## config.mk

```make
export PLATFORM = sky130hd
export DESIGN_NAME = day1_demux
export DESIGN_NICKNAME = d
export VERILOG_FILES = /design/src/rtl/day1_pkg.sv /design/src/rtl/day1_demux_fifo.sv /design/src/rtl/day1_demux.sv
export SDC_FILE = /design/constraint.sdc
export NUM_CORES = 1
export LEC_CHECK = 0
export ABC_AREA = 1
export CAP_MARGIN = 10
export CORE_MARGIN = 8
export CORE_UTILIZATION = 49
export CTS_CLUSTER_DIAMETER = 60
export DETAILED_ROUTE_END_ITERATION = 7
export PLACE_DENSITY = 0.78
export SYNTH_ARGS = -nofsm -noshare
export SYNTH_HDL_FRONTEND = slang
export SYNTH_SLANG_ARGS = --single-unit
```

## constraint.sdc

```tcl
create_clock -name clk -period 1.85 [get_ports clk]
set_input_delay 0.37 -clock clk [delete_from_list [all_inputs] [get_ports clk]]
set_output_delay 0.37 -clock clk [all_outputs]
set_load 0.05 [all_outputs]
```

## src/rtl/day1_pkg.sv

```systemverilog
// day1_pkg: shared width, byte type and channel encoding for the day-1 demux.
package day1_pkg;
    localparam int DATA_W = 8;
    typedef logic [DATA_W-1:0] byte_t;
    typedef enum logic {CH0 = 1'b0, CH1 = 1'b1} chan_e;
endpackage

```

## src/rtl/day1_demux_fifo.sv

```systemverilog
// day1_demux_fifo: count-based synchronous FIFO; head data reads as zero when empty.
module day1_demux_fifo #(
    parameter int W     = 8,
    parameter int DEPTH = 2
) (
    input  logic                   clk,
    input  logic                   reset_n,
    input  logic                   push_i,
    input  logic [W-1:0]           data_i,
    input  logic                   pop_i,
    output logic [W-1:0]           data_o,
    output logic                   full_o,
    output logic                   empty_o,
    output logic [$clog2(DEPTH):0] count_o
);
    localparam int PW = $clog2(DEPTH);
    logic [W-1:0]  mem_q [DEPTH];
    logic [PW-1:0] wr_q, wr_d, rd_q, rd_d;
    logic [PW:0]   count_q, count_d;
    logic          do_push, do_pop;
    // Push is refused when full even if a pop happens in the same cycle.
    always_comb begin
        full_o  = count_q == (PW+1)'(DEPTH);
        empty_o = count_q == '0;
        do_push = push_i && !full_o;
        do_pop  = pop_i && !empty_o;
        wr_d    = do_push ? wr_q + PW'(1) : wr_q;
        rd_d    = do_pop ? rd_q + PW'(1) : rd_q;
        count_d = count_q + {{PW{1'b0}}, do_push} - {{PW{1'b0}}, do_pop};
        data_o  = empty_o ? '0 : mem_q[rd_q];
        count_o = count_q;
    end
    always_ff @(posedge clk or negedge reset_n) begin
        if (!reset_n) begin
            wr_q    <= '0;
            rd_q    <= '0;
            count_q <= '0;
        end else begin
            wr_q    <= wr_d;
            rd_q    <= rd_d;
            count_q <= count_d;
        end
    end
    always_ff @(posedge clk) begin
        if (do_push) mem_q[wr_q] <= data_i;
    end
endmodule

```

## src/rtl/day1_demux.sv

```systemverilog
// day1_demux: steers one byte stream into two output FIFOs chosen by in_sel_i.
module day1_demux #(
    parameter int DATA_W = day1_pkg::DATA_W,
    parameter int DEPTH  = 2
) (
    input  logic                   clk,
    input  logic                   reset_n,
    input  logic                   in_valid_i,
    output logic                   in_ready_o,
    input  logic [DATA_W-1:0]      in_data_i,
    input  logic                   in_sel_i,
    output logic                   out0_valid_o,
    input  logic                   out0_ready_i,
    output logic [DATA_W-1:0]      out0_data_o,
    output logic                   out1_valid_o,
    input  logic                   out1_ready_i,
    output logic [DATA_W-1:0]      out1_data_o,
    output logic [$clog2(DEPTH):0] out0_count_o,
    output logic [$clog2(DEPTH):0] out1_count_o
);
    import day1_pkg::*;
    chan_e sel;
    logic  full0, full1, empty0, empty1, push0, push1;
    // Ready looks only at the selected FIFO, so a full channel never blocks the other.
    always_comb begin
        sel          = chan_e'(in_sel_i);
        in_ready_o   = (sel == CH1) ? !full1 : !full0;
        push0        = in_valid_i && in_ready_o && sel == CH0;
        push1        = in_valid_i && in_ready_o && sel == CH1;
        out0_valid_o = !empty0;
        out1_valid_o = !empty1;
    end
    day1_demux_fifo #(.W(DATA_W), .DEPTH(DEPTH)) u_fifo0 (
        .clk     (clk),
        .reset_n (reset_n),
        .push_i  (push0),
        .data_i  (in_data_i),
        .pop_i   (out0_ready_i),
        .data_o  (out0_data_o),
        .full_o  (full0),
        .empty_o (empty0),
        .count_o (out0_count_o)
    );
    day1_demux_fifo #(.W(DATA_W), .DEPTH(DEPTH)) u_fifo1 (
        .clk     (clk),
        .reset_n (reset_n),
        .push_i  (push1),
        .data_i  (in_data_i),
        .pop_i   (out1_ready_i),
        .data_o  (out1_data_o),
        .full_o  (full1),
        .empty_o (empty1),
        .count_o (out1_count_o)
    );
endmodule

```

==> results.py <==
metrics = {
    "worst_setup_path": {
        "critical_path_class": "reg -> out",
        "critPathMaxFanout": 9,
        "ff2ff_setup_slack_ns": 0.32,
        "rr_startpoint": "u_fifo0.count_o[0]$_DFF_PN0_",
        "crit_required_ns": 1.48,
        "cp.arrival_ns": 1.42,
        "crit_path_end_kind": "output port",
        "start_kind": "register",
        "worstReg2RegEnd": "u_fifo0.count_o[1]$_DFF_PN0_",
        "timing.reg2reg.worst_path_depth": 7,
    },
    "sta": {
        "setup_viol_count_final": 0,
        "fmax_mhz": 559,
        "rsz0062_at_grt": "false",
        "fin_crit_sh": 0.968,
        "min_period_ns": 1.79,
        "tightestPinTransition_ns": 0.396,
        "skew_ns": 0.00942,
        "finalMaxSlewViolations": 0,
        "timing.slew.headroom": 0.735,
        "hold_violations": 0,
    },
    "synth": {
        "synth_warnings": 0,
        "synth_top_area_cell": "edfxtp_1",
        "yosysMostFrequentCell": "nand2_1",
        "ys_seq_area_frac": 0.707,
        "synth_area_leaders": "edfxtp_1, dfrtp_1, nand2_1, a21oi_1, xor2_1",
        "synth_area_um2": 1640,
        "syn_avg_cell_area_um2": 11.8,
        "synth-edff-count": 32,
        "synth_top_cell_area_share": 0.585,
        "ys_async_sr_fraction": 0.200,
        "synth_nets": 155,
        "ys_types": 13,
        "synthCells": 139,
        "ys.flop_type": "edfxtp_1",
        "synth.ff_latch_count": 40,
        "synth_commonest_cells": "nand2_1, edfxtp_1, a21oi_1",
    },
    "cts": {
        "path_clk_slew_ns": 0.11,
        "clk_latency_ns": 0.35,
        "cts_hold_buf": 0,
        "numCtsBuffers": 5,
        "cts.htree.levels": 2,
        "cts.path.max_buffers": 2,
        "cts.sinks": 40,
        "cts_root_buf": "clkbuf_4",
        "cts_tree": "done",
    },
    "drt": {
        "post_drt_via_cell_ratio": 4.79,
        "drc": 0,
        "vias": 1135,
        "detail-route-antenna-nets": 0,
        "detail_route.first_pass.iterations": 4,
        "drt_iter0_drc": 42,
        "wire_per_inst_um": 14.5,
        "routed_wl_um": 3430,
    },
    "run_status": {
        "outcome": "complete, no violations",
    },
    "die": {
        "die_w_um": 73.9,
        "die_area_um2": 5460,
        "io-pin-count": 37,
        "coreArea_um2": 3280,
        "row_count": 21,
        "dieHeight_um": 73.9,
        "start_util": 0.500,
    },
    "grt": {
        "grt.overflow.total": 0,
        "grt_max_degree": 14,
        "grt_pass1_wl_um": 5290,
        "gr-usage-all-layers": 0.135,
        "grt_pass1_vias": 1138,
        "antenna_found_initial": 0,
    },
    "final_layout": {
        "final_core_util": 0.734,
        "area.sequential_um2": 1160,
        "fillers": 216,
        "multi_input_area_um2": 489,
        "drive_above_1_share": 0.356,
        "antenna_cells": 0,
        "nNetsFinal": 206,
        "stdcell_area_um2": 2410,
        "area_growth_pct": 46.8,
    },
    "placement": {
        "place_congestion": 0.777,
        "placed_cell_area_um2": 2280,
        "numPortBuffers": 36,
        "dpl.hpwl_um": 2660,
    },
    "min_path": {
        "hold_class": "in -> async",
    },
    "job": {
        "max-cap-violations": 0,
    },
}
==> cells in the final DEF (no fill, tap or decap), types with 2 or more instances in the layout <==
master / synthesis / final
clkdlybuf4s50_1: 0 / 13
nor2_2: 4 / 3
nor2_1: 7 / 7
nand2_1: 40 / 39
nand3_2: 2 / 2
ha_1: 2 / 2
a21oi_1: 16 / 2
xor2_1: 8 / 8
a21oi_2: 0 / 13
buf_4: 0 / 16
edfxtp_1: 32 / 32
inv_2: 0 / 3
clkbuf_4: 0 / 5
buf_12: 0 / 17
dfrtp_1: 8 / 5
nand4_1: 2 / 2
inv_1: 15 / 12
dfrtp_2: 0 / 3
==> critical path, cell delays in order, from the launching register on <==
cell and delay [ns]:
dfrtp_2 0.46, nor2_2 0.14, buf_4 0.23, inv_1 0.06, buf_4 0.19
==> stage by stage <==
| stage | TNS [ns] | std cells | worst slack [ns] | hold WS (ns) |
|---|---|---|---|---|
| floorplan | -2.23 | 139 | -0.187 | 0.0744 |
| global placement | 0 | 226 | 0.108 | 0.531 |
| detailed placement | 0 | 226 | 0.0790 | 0.541 |
| CTS | 0 | 234 | 0.00254 | 0.326 |
| global route | 0 | 237 | 0.00531 | 0.324 |
| finish | 0 | 237 | 0.0596 | 0.309 |
==> registers in the layout, indices dropped and copies added, names as in the netlist <==
signal / count
u_fifo0.mem_q: 16
u_fifo1.mem_q: 16
u_fifo0.count_o: 2
u_fifo1.count_o: 2
u_fifo0.rd_q: 1
u_fifo0.wr_q: 1
u_fifo1.rd_q: 1
u_fifo1.wr_q: 1
==> worst max path at each step <==
stage,start,end,slack (ns),cells after the start
after floorplan,u_fifo1.count_o[1]$_DFF_PN0_,out1_data_o[0],-0.19,2
after global placement,in_sel_i,in_ready_o,0.11,4
after detailed placement,in_sel_i,in_ready_o,0.08,4
after CTS,u_fifo1.rd_q$_DFFE_PN0P_,out1_data_o[4],0.003,4
after global routing,u_fifo1.rd_q$_DFFE_PN0P_,out1_data_o[3],0.005,4
final,u_fifo1.count_o[1]$_DFF_PN0_,out1_valid_o,0.06,4
==> cells by family after synthesis <==
logic type      after synthesis  synth area share
flops                        40             0.707
xor+xnor                      8            0.0427
fa+ha+maj                     2            0.0152
compound gates               17            0.0526
simple gates                 55             0.142
buf+inv                      17            0.0404
==> layout make-up <==
type / instances / area share
timing repair buffer: 46 / 0.245
sequential: 40 / 0.483
multi-input combinational: 82 / 0.203
clock buffer: 6 / 0.0171
inverter: 15 / 0.0233
tap: 46 / 0.0239
clock inverter: 2 / 0.00519
==> layer usage <==
layer,wire length (um),global-route usage,vias to the layer above
met2,1840,0.226,28
li1,-,-,568
met4,117,0.104,0
met5,0,0,-
met1,1310,0.134,529
met3,176,0.0450,10
==> what timing repair did <==
| action | 4_1_cts | 5_1_grt |
|---|---|---|
| buffers inserted | 0 | 3 |
| setup endpoints to repair | 17 | 14 |
| gates resized for setup | 9 | 10 |
| pin swaps | 0 | 0 |
Power is not shown: default switching activity piles up to over one toggle a cycle in this logic, so the estimate is an artifact.
